**config.mk**
```make
export PLATFORM = sky130hd
export DESIGN_NAME = boot_uart_loader_ctrl
export DESIGN_NICKNAME = d
export VERILOG_FILES = /design/src/rtl/boot_uart_loader_ctrl.sv
export SDC_FILE = /design/constraint.sdc
export NUM_CORES = 1
export LEC_CHECK = 0
export BUFFER_PORTS_ARGS = -buffer_cell sky130_fd_sc_hd__buf_4
export CAP_MARGIN = 20
export CORE_ASPECT_RATIO = 1.25
export CORE_UTILIZATION = 25
export CTS_CLUSTER_SIZE = 14
export DETAILED_ROUTE_END_ITERATION = 8
export GPL_TIMING_DRIVEN = 0
export PLACE_DENSITY = 0.45
export SYNTH_ARGS = -nofsm -noshare
export SYNTH_HDL_FRONTEND = slang
export SYNTH_SLANG_ARGS = --single-unit
export TNS_END_PERCENT = 1
```
**constraint.sdc**
```tcl
create_clock -name clk -period 2.8 [get_ports clk]
set_clock_uncertainty 0.05 [all_clocks]
set_input_delay 0.28 -clock clk [delete_from_list [all_inputs] [get_ports clk]]
set_output_delay 0.28 -clock clk [all_outputs]
set_load 0.005 [all_outputs]
```
**src/rtl/boot_uart_loader_ctrl.sv**
```systemverilog
// Boot UART loader: parses sync/addr/count/data[/checksum] frames into word writes.
// Optional checksum byte and CSUM state enabled by BOOT_LOADER_CHECKSUM_EN.
module boot_uart_loader_ctrl #(
  parameter int unsigned timeout_cycles = 5_000_000,
  parameter logic [7:0]  sync_byte      = 8'hA5
) (
  input  logic        clk,
  input  logic        reset_n,
  input  logic        byte_valid,
  input  logic [7:0]  byte_data,
  output logic        mem_we,
  output logic [31:0] mem_addr,
  output logic [31:0] mem_wdata,
  output logic        cpu_reset,
  output logic        done,
  output logic        error
);

  localparam int unsigned     TMO_W    = $clog2(timeout_cycles + 1);
  localparam logic [TMO_W-1:0] TMO_LAST = TMO_W'(timeout_cycles - 1);

  typedef enum logic [2:0] {
    S_IDLE,
    S_ADDR,
    S_LEN,
`ifdef BOOT_LOADER_CHECKSUM_EN
    S_CSUM,
`endif
    S_DATA
  } state_t;

  state_t            state_q, state_d;
  logic [1:0]        idx_q, idx_d;
  logic [31:0]       addr_q, addr_d;
  logic [15:0]       cnt_q, cnt_d;
  logic [23:0]       word_q, word_d;
  logic [TMO_W-1:0]  tmo_q, tmo_d;
  logic              mem_we_d, cpu_reset_d, done_d, error_d;
  logic [31:0]       mem_addr_d, mem_wdata_d;
`ifdef BOOT_LOADER_CHECKSUM_EN
  logic [7:0]        acc_q, acc_d;
`endif

  // State, datapath and output registers
  always_ff @(posedge clk or negedge reset_n) begin
    if (!reset_n) begin
      state_q   <= S_IDLE;
      idx_q     <= '0;
      addr_q    <= '0;
      cnt_q     <= '0;
      word_q    <= '0;
      tmo_q     <= '0;
      mem_we    <= 1'b0;
      mem_addr  <= '0;
      mem_wdata <= '0;
      cpu_reset <= 1'b0;
      done      <= 1'b0;
      error     <= 1'b0;
`ifdef BOOT_LOADER_CHECKSUM_EN
      acc_q     <= '0;
`endif
    end else begin
      state_q   <= state_d;
      idx_q     <= idx_d;
      addr_q    <= addr_d;
      cnt_q     <= cnt_d;
      word_q    <= word_d;
      tmo_q     <= tmo_d;
      mem_we    <= mem_we_d;
      mem_addr  <= mem_addr_d;
      mem_wdata <= mem_wdata_d;
      cpu_reset <= cpu_reset_d;
      done      <= done_d;
      error     <= error_d;
`ifdef BOOT_LOADER_CHECKSUM_EN
      acc_q     <= acc_d;
`endif
    end
  end

  // Next-state and next-output logic
  always_comb begin
    state_d     = state_q;
    idx_d       = idx_q;
    addr_d      = addr_q;
    cnt_d       = cnt_q;
    word_d      = word_q;
    tmo_d       = '0;
    mem_we_d    = 1'b0;
    mem_addr_d  = mem_addr;
    mem_wdata_d = mem_wdata;
    cpu_reset_d = cpu_reset;
    done_d      = 1'b0;
    error_d     = error;
`ifdef BOOT_LOADER_CHECKSUM_EN
    acc_d       = acc_q;
`endif

    if (state_q != S_IDLE && !byte_valid) begin
      tmo_d = TMO_W'(tmo_q + TMO_W'(1));
    end

    // A byte arriving in the expiry cycle wins over the timeout
    if (state_q != S_IDLE && !byte_valid && tmo_q == TMO_LAST) begin
      error_d     = 1'b1;
      cpu_reset_d = 1'b0;
      tmo_d       = '0;
      state_d     = S_IDLE;
    end else if (byte_valid) begin
`ifdef BOOT_LOADER_CHECKSUM_EN
      acc_d = 8'(acc_q + byte_data);
`endif
      case (state_q)
        S_IDLE: begin
          if (byte_data == sync_byte) begin
            error_d     = 1'b0;
            cpu_reset_d = 1'b1;
            idx_d       = '0;
            state_d     = S_ADDR;
`ifdef BOOT_LOADER_CHECKSUM_EN
            acc_d       = '0;
`endif
          end
        end
        S_ADDR: begin
          addr_d = {byte_data, addr_q[31:8]};
          idx_d  = 2'(idx_q + 2'd1);
          if (idx_q == 2'd3) begin
            addr_d[1:0] = 2'b00;
            state_d     = S_LEN;
          end
        end
        S_LEN: begin
          cnt_d = {byte_data, cnt_q[15:8]};
          idx_d = 2'(idx_q + 2'd1);
          if (idx_q[0]) begin
            idx_d = '0;
            if ({byte_data, cnt_q[15:8]} != 16'd0) begin
              state_d = S_DATA;
            end else begin
`ifdef BOOT_LOADER_CHECKSUM_EN
              state_d = S_CSUM;
`else
              done_d      = 1'b1;
              cpu_reset_d = 1'b0;
              state_d     = S_IDLE;
`endif
            end
          end
        end
        S_DATA: begin
          word_d = {byte_data, word_q[23:8]};
          idx_d  = 2'(idx_q + 2'd1);
          if (idx_q == 2'd3) begin
            mem_we_d    = 1'b1;
            mem_addr_d  = addr_q;
            mem_wdata_d = {byte_data, word_q};
            addr_d      = addr_q + 32'd4;
            cnt_d       = cnt_q - 16'd1;
            if (cnt_q == 16'd1) begin
`ifdef BOOT_LOADER_CHECKSUM_EN
              state_d = S_CSUM;
`else
              done_d      = 1'b1;
              cpu_reset_d = 1'b0;
              state_d     = S_IDLE;
`endif
            end
          end
        end
`ifdef BOOT_LOADER_CHECKSUM_EN
        S_CSUM: begin
          if (8'(acc_q + byte_data) == 8'h00) begin
            done_d = 1'b1;
          end else begin
            error_d = 1'b1;
          end
          cpu_reset_d = 1'b0;
          state_d     = S_IDLE;
        end
`endif
        default: state_d = S_IDLE;
      endcase
    end
  end

endmodule

```
[Yosys cells after proc, flatten, opt, wreduce, memory -nomap -nowiden]
Cells that the tools add are included.
Word-level totals
  input port bits: 11
  flip-flop bits (word level): 168
  word-level logic and storage cells: 96
Cells by class
  multiplexer cells: 42
  eq/ne operators: 15
  bitwise logic cells: 1
  add/sub/neg operators: 4
  reduce and logical (&&, ||, !) cells: 22
Operators with widths (number)
  32-bit case mux with 2 select lines: 1
  23-bit two-way mux: 2
  32-bit by 3-bit adder with 32-bit output, second input constant: 1
  32-bit two-way mux: 1
  16-bit case mux with 2 select lines: 1
  23-bit by 1-bit adder with 23-bit output, second input constant: 1
  23-bit == test, second input constant: 1
  1-bit two-way mux: 21
  3-bit two-way mux: 7
  3-bit != test, second input constant: 6
  16-bit by 1-bit == test with 1-bit output, second input constant: 1
  16-bit two-way mux: 1
  4-bit AND reduction: 4
  16-bit nonzero test: 1
  16-bit by 1-bit subtractor with 16-bit output, second input constant: 1
  3-bit case mux with 4 select lines: 1
  2-bit nonzero test: 5
  8-bit == test, second input constant: 1
  2-bit two-way mux: 4
  7-bit AND reduction: 1
  3-bit by 2-bit == test with 1-bit output, second input constant: 2
  2-bit case mux with 3 select lines: 1
  3-bit AND reduction: 2
  6-bit AND reduction: 1
  other kinds (13): 16

[Logic depth before layout (Yosys ltp)]
Gate-level depths: netlist of run 1.
  depth after elaboration: 6
  mapped depth: 9
  gate-level depth less buffers: 8

[Worst setup path before layout of run 1]
OpenSTA, ideal clock, no wires.
  path type: register -> register
  from: reg tmo_q[16]
  to: reg tmo_q[14]
  arrival time: 2017 ps
  slack: 615 ps
  data required time: 2631 ps
  period minus slack after synthesis: 2185 ps
  setup time: 119 ps
  cell stages (with the launch flop): 8
  cells stage by stage: dfrtp_1 -> or4b_1 -> or4_4 -> nor4_4 -> or3_1 -> buf_6 -> buf_8 -> nor2_1
On the way
  longest elaborated chain between the ends: 3
Ends and longest elaborated chain
  start, declared: line 37  | logic [TMO_W-1:0] tmo_q, tmo_d;
  start signal, assigned: line 68  | tmo_q <= tmo_d;
  23-bit == test: line 104  | if (state_q != S_IDLE && !byte_valid && tmo_q == TMO_LAST) begin
  1-bit logical AND: line 104
  23-bit two-way mux: line 104
  net tmo_d[14]: line 37
The timed path passes the listed nets, and every way through them passes these cells.
A chain may end at the register's enable or synchronous reset.

[Worst setup path in the final report of run 1]
  from: reg cnt_q[8]
  to: reg cpu_reset
On the way
  longest elaborated chain between the ends: 3
  elaborated cells between the ends (all ways): 5
Ends and longest elaborated chain
  start, declared: line 35  | logic [15:0] cnt_q, cnt_d;
  start signal, assigned: line 66  | cnt_q <= cnt_d;
  16-bit by 1-bit == test with 1-bit output / 16-bit nonzero test (equally long branches): line 160, 138
  3-bit != test (no line)
  7-bit AND reduction (no line) *
  end signal, assigned: line 72  | cpu_reset <= cpu_reset_d;
  end, declared: line 14  | output logic cpu_reset,
Mark *: on every way between the ends. The rest lies on a longest branch, timed or not.

==> results of run 1 <==
==> synth_stat cells (3+ instances only) <==
library cell | n | share of area (%)
nand2_1 | 242 | 12
dfrtp_1 | 167 | 53
nor2_1 | 58 | 2.8
a21oi_1 | 45 | 2.9
clkbuf_1 | 43 | 2.1
o21ai_0 | 33 | 2.1
mux2_2 | 25 | 3.6
nand3_1 | 24 | 1.5
o22ai_1 | 21 | 1.7
nand4_1 | 19 | 1.5
nor3_1 | 18 | 1.2
and3_1 | 16 | 1.3
xor2_1 | 16 | 1.8
inv_1 | 13 | 0.62
a31oi_1 | 9 | 0.72
or4_1 | 8 | 0.77
ha_1 | 6 | 0.96
mux2i_1 | 6 | 0.77
nor4_1 | 6 | 0.48
and2_1 | 5 | 0.40
or3_1 | 5 | 0.40
xnor2_1 | 5 | 0.56
nand2b_1 | 4 | 0.32
o22a_1 | 4 | 0.45
a21o_1 | 3 | 0.29
a2bb2oi_1 | 3 | 0.34
a311oi_1 | 3 | 0.34
buf_1 | 3 | 0.14
nand4b_1 | 3 | 0.34
o31ai_1 | 3 | 0.29
o32ai_1 | 3 | 0.34
==> stage by stage <==
stage,utilization (%),total power [W],instances
2_1_floorplan,-,0.00622,854
3_3_place_gp,28.9,0.00801,1339
3_5_place_dp,29.0,0.00804,1340
4_1_cts,30.9,0.0105,1372
5_1_grt,30.9,0.0111,1373
6_report,30.9,0.0103,1373
==> critical path: stages, from the launching register on <==
cell      delay, ps
dfrtp_1         360
clkbuf_1        190
or4_1           610
nor4_1          600
o21ai_0         170
a21boi_0        300
o21ai_0         150
==> worst max-delay path by stage <==
| stage | cells after the start | slack (ps) | endpoint | start |
|---|---|---|---|---|
| after floorplan | 7 | 610 | tmo_q[14] | tmo_q[16] |
| after global placement | 9 | -270 | mem_addr[1] | idx_q[0] |
| after detailed placement | 9 | -320 | mem_addr[0] | idx_q[0] |
| after CTS | 9 | 90 | mem_addr[20] | idx_q[0] |
| after global routing | 9 | 50 | mem_addr[19] | idx_q[0] |
| final | 6 | 260 | cpu_reset | cnt_q[8] |
==> logic make-up (layout without fill, tap and decap cells) <==
family	Yosys count	count (layout)	share of synthesized area (%)
adders and majority gates	6	6	0.960
buffers and inverters	63	175	3.41
muxes	31	31	4.37
AOI/OAI and AO/OA	149	149	11.8
and+or+nand+nor	417	417	23.7
DFF	167	167	53.4
xor gates and xnor gates	21	21	2.35
==> where the power goes <==
group,switching [W],total [W],internal [W]
combinational,0.00220,0.00384,0.00164
clock,0.00107,0.00237,0.00130
sequential,0.000786,0.00411,0.00333
total,0.00406,0.0103,0.00626
==> cell type report <==
cell class	instances	share of cell area [%]
Buffer	49	2.33
Clock buffer	19	4.74
Clock inverter	12	1.36
Inverter	14	0.550
Multi-Input combinational cell	624	35.4
Sequential cell	167	43.7
Tap cell	407	5.33
Timing Repair Buffer	81	6.65
==> flip-flops by register name, summed over array words and instances (netlist names) <==
signal / flops
tmo_q: 23
mem_wdata: 32
cnt_q: 16
mem_addr: 32
done: 1
mem_we: 1
addr_q: 32
cpu_reset: 1
word_q: 24
idx_q: 2
error: 1
state_q: 2
==> repair_timing <==
item / in CTS / in global routing
resized for setup: 7 / 1
hold endpoints to repair: 71 / 0
endpoints found under the setup margin: 60 / 20
hold buffers: 1 / 0
==> metal layers <==
| layer | wire length [um] | track usage, % |
|---|---|---|
| met5 | 0 | 0 |
| met4 | 528 | 6.46 |
| met3 | 971 | 3.10 |
| met2 | 11900 | 26.7 |
| met1 | 10200 | 18.5 |
==> impl_metrics.toml, run 1 <==
[power]
p_leak_nw = 4.31
power-per-cell-area_nw_per_um2 = 1080
ir_worst_vdd_uv = 397

[flow_run]
cap_violations = 0

[place]
numPortBuffers = 78
pre_cts_ws_ps = -317
hpwl_um = 16900
place_congestion = 0.907
dpl_cell_area_um2 = 8950

[synthesis]
seq_area_frac_synth_pct = 53.4
synthFlopType = "dfrtp_1"
ys_async_sr_fraction_pct = 100
syn_inst = 854
yosysWarnings = 0
yosysUniqueCellTypes = 56
synth_edf_count = 0
syn_avg_cell_area_um2 = 9.16
synth_nets = 871
synthesis.area_um2 = 7820
ys_ff_latch = 167

[drt]
wl_um = 23600
wl_per_cell_um = 17.2
drc = 0
drt_iter0_drc = 358
drtAntennaViolNets = 0
vias = 6593
viasPerCell = 4.80
drt_first_pass_iters = 5

[finish]
nFillCells = 3280
layout.cells.most_common_list = "nand2_1, dfrtp_1, buf_4, nor2_1, a21oi_1"
area_growth_pct = 22.2
multi_input_area_um2 = 3380
final_layout_size_suffix_gt1_share_pct = 15.9
final_common_cell = "nand2_1"
register_area_um2 = 4180
stdcell_area_um2 = 9560
antennaDiodeCount = 0
final_nets = 971

[run_status]
status = "completed"

[die]
fp.dieArea_um2 = 32000
core_area_um2 = 30900
fp-row-count = 72
start_util_pct = 25.3
die_w_um = 160
die_h_um = 200
top_level_ports = 79

[sta]
setup_ws_ps = 256
period_share_pct = 90.9
relSlewSlack_pct = 37.8
hold_violations = 0
worst_pin_slew_ps = 924
fin_hold_ws_ps = 58.6
rsz0062_at_grt = "no"
setup_violations = 0
report.final.slew_viol_count = 0
timing.fmax_ghz = 0.393
period_needed_ps = 2540
setup_tns_ps = 0

[setup_path]
required_ps = 3060
worst_ep_arrival_time_ps = 2800
cp_max_fo = 8
start_kind = "flop"
rr_worst_depth = 6
rrSetupSlack_ps = 260
timing.rr.end = "cpu_reset"
setup.worst_path.class = "flop to flop"
worst_setup_path_end_kind = "flop"
timing.rr.start = "cnt_q[8]"

[min_path]
hp-class = "primary input to flop"
min_to = "mem_wdata[29]"
hp-start = "byte_data[5]"
hold_depth = 3

[clock_tree]
clk_pin_slew_ps = 70
cts_buffers = 17
root_buffer = "clkbuf_16"
clk_path_buf_depth = 2
clk_latency_ps = 440
clock-sinks = 167
tritoncts = "yes"
htreeDepth = 4
cts_setup_buffers = 0

[global_routing]
grt_first_pass_wirelength_um = 37600
grt_max_degree = 97
grt-ovfl-total = 0
antenna_found_initial = 0
grt_use_total_pct = 15.4
grt_pass1_vias = 6578
Note: power is estimated with default switching activity, not from simulation.
==> run 2: changes to the inputs <==
--- a/config.mk
+++ b/config.mk
@@ -13,6 +13,7 @@
 export DETAILED_ROUTE_END_ITERATION = 8
 export GPL_TIMING_DRIVEN = 0
 export PLACE_DENSITY = 0.45
+export REMOVE_ABC_BUFFERS = 1
 export SYNTH_ARGS = -nofsm -noshare
 export SYNTH_HDL_FRONTEND = slang
 export SYNTH_SLANG_ARGS = --single-unit
==> impl_metrics.toml, run 2 (synthesis results as in run 1) <==
[setup_path]
setup.worst_path.class = "flop to flop"
required_ps = 3070
rr_worst_depth = 9
slowest_stage = "dfrtp_2"
worst_ep_arrival_time_ps = 2850
cp_max_fo = 38
start_kind = "flop"
cp_cell_sequence = "buf_16, nand2_1, a21oi_4, nand2_8, clkinv_8, buf_12, nand2_1, o32ai_1, nor2_1"
worst_setup_path_end_kind = "flop"
max_stage_delay_ps = 550
crit_top_cell = "nand2_1"

[place]
dpl_cell_area_um2 = 8810
numPortBuffers = 78
pre_cts_ws_ps = -1490
place_congestion = 0.810
hpwl_um = 13800

[finish]
layout.cells.most_common_list = "nand2_1, dfrtp_1, buf_4, nor2_1, a21oi_1"
area_growth_pct = 21.9
multi_input_area_um2 = 3440
final_common_cell = "nand2_1"
utilization_pct = 30.9
final_layout_size_suffix_gt1_share_pct = 17.1
stdcell_area_um2 = 9540
final_nets = 927
antennaDiodeCount = 0
largestRegisters = "addr_q x32, mem_addr x32, mem_wdata x32"
nFillCells = 3248
register_area_um2 = 4180

[global_routing]
grt_pass1_vias = 6246
grt-ovfl-total = 0
grt_use_total_pct = 14.0
grt_max_degree = 86
grt_first_pass_wirelength_um = 34900
antenna_found_initial = 0

[sta]
report.final.slew_viol_count = 0
timing.fmax_ghz = 0.387
fin_hold_ws_ps = 50.5
setup_ws_ps = 217
relSlewSlack_pct = 29.3
period_needed_ps = 2580
period_share_pct = 92.3
hold_violations = 0
setup_violations = 0
worst_pin_slew_ps = 1050
rsz0062_at_grt = "no"

[min_path]
hp-class = "primary input to flop"
hold_depth = 3

[flow_run]
cap_violations = 0

[power]
total_power_w = 0.0103
internal-power_w = 0.00646
pwr-share-clk_pct = 24.1
ir_worst_vdd_uv = 442
p_leak_nw = 4.29
power.sequential.fraction_pct = 40.6
power-per-cell-area_nw_per_um2 = 1080
netSwitchingFraction_pct = 37.5
p_comb_share_pct = 35.3
netSwitchingPower_w = 0.00388

[drt]
wl_um = 21400
drtAntennaViolNets = 0
wl_per_cell_um = 16.1
vias = 6332
drt_first_pass_iters = 7
drc = 1
drt_iter0_drc = 423
viasPerCell = 4.76

[die]
start_util_pct = 25.3
core_area_um2 = 30900
die_h_um = 200
fp-row-count = 72
fp.dieArea_um2 = 32000
top_level_ports = 79
die_w_um = 160

[clock_tree]
cts_buffers = 17
clk_pin_slew_ps = 70
clk_path_buf_depth = 2
htreeDepth = 4
tritoncts = "yes"
clk_latency_ps = 430
clock-sinks = 167
root_buffer = "clkbuf_16"

[run_status]
violations = "design-rule violations"
status = "finished, violations left"
[run 2: timing repair]
item / 4_1_cts / 5_1_grt
buffers inserted: 0 / 1
endpoints found under the setup margin: 128 / 4
pin swaps: 1 / 1
gates cloned: 1 / 0
hold buffers: 1 / 0
hold endpoints to repair: 84 / 0
resized for setup: 11 / 4
[run 2: cell type report]
class                           count  share of cell area [%]
Multi-Input combinational cell    625                    36.0
Clock inverter                     13                    1.74
Tap cell                          407                    5.34
Inverter                           14                   0.682
Timing Repair Buffer               85                    7.63
Sequential cell                   167                    43.8
Clock buffer                       19                    4.75
[run 2: through the flow]
| step | instances | setup TNS (ps) |
|---|---|---|
| 4_1_cts | 1328 | 0 |
| 3_5_place_dp | 1294 | -96400 |
| 5_1_grt | 1330 | 0 |
| 2_1_floorplan | 805 | -83900 |
| 6_report | 1330 | 0 |
| 3_3_place_gp | 1290 | -349630 |
[run 2: power groups by stage]
stage               clock (W)  sequential [W]  combinational (W)
detailed placement          0         0.00423            0.00357
floorplan                   0         0.00402            0.00206
CTS                   0.00257         0.00419            0.00367
global placement            0         0.00425            0.00344
finish                0.00249         0.00419            0.00365
global route          0.00267         0.00434            0.00413
[run 2: path summary, 6_finish.rpt]
check / startpoint / slack [ps] / endpoint
min: byte_data[5] / 50 / mem_wdata[29]
min reg2reg: word_q[1] / 410 / mem_wdata[1]
max: state_q[1] / 220 / addr_q[16]
max reg2reg: state_q[1] / 220 / addr_q[16]
max in group asynchronous: reset_n / 1420 / addr_q[13]
min in group asynchronous: reset_n / 390 / mem_wdata[13]
[run 2: routing by layer]
metal / part of all wire (%) / vias up / GRT usage [%]
met5: 0 / - / 0
met4: 1.5 / 0 / 5.01
met3: 4.2 / 18 / 3.06
met2: 49 / 128 / 23.7
met1: 45 / 3105 / 17.6
li1: - / 3081 / -
[run 2: critical path, delay by kind of cell (launching register included)]
| kind | cells | cell delay [ps] |
|---|---|---|
| buffers and inverters | 3 | 670 |
| DFF | 1 | 550 |
| AOI/OAI and AO/OA | 2 | 530 |
| and+or+nand+nor | 4 | 630 |
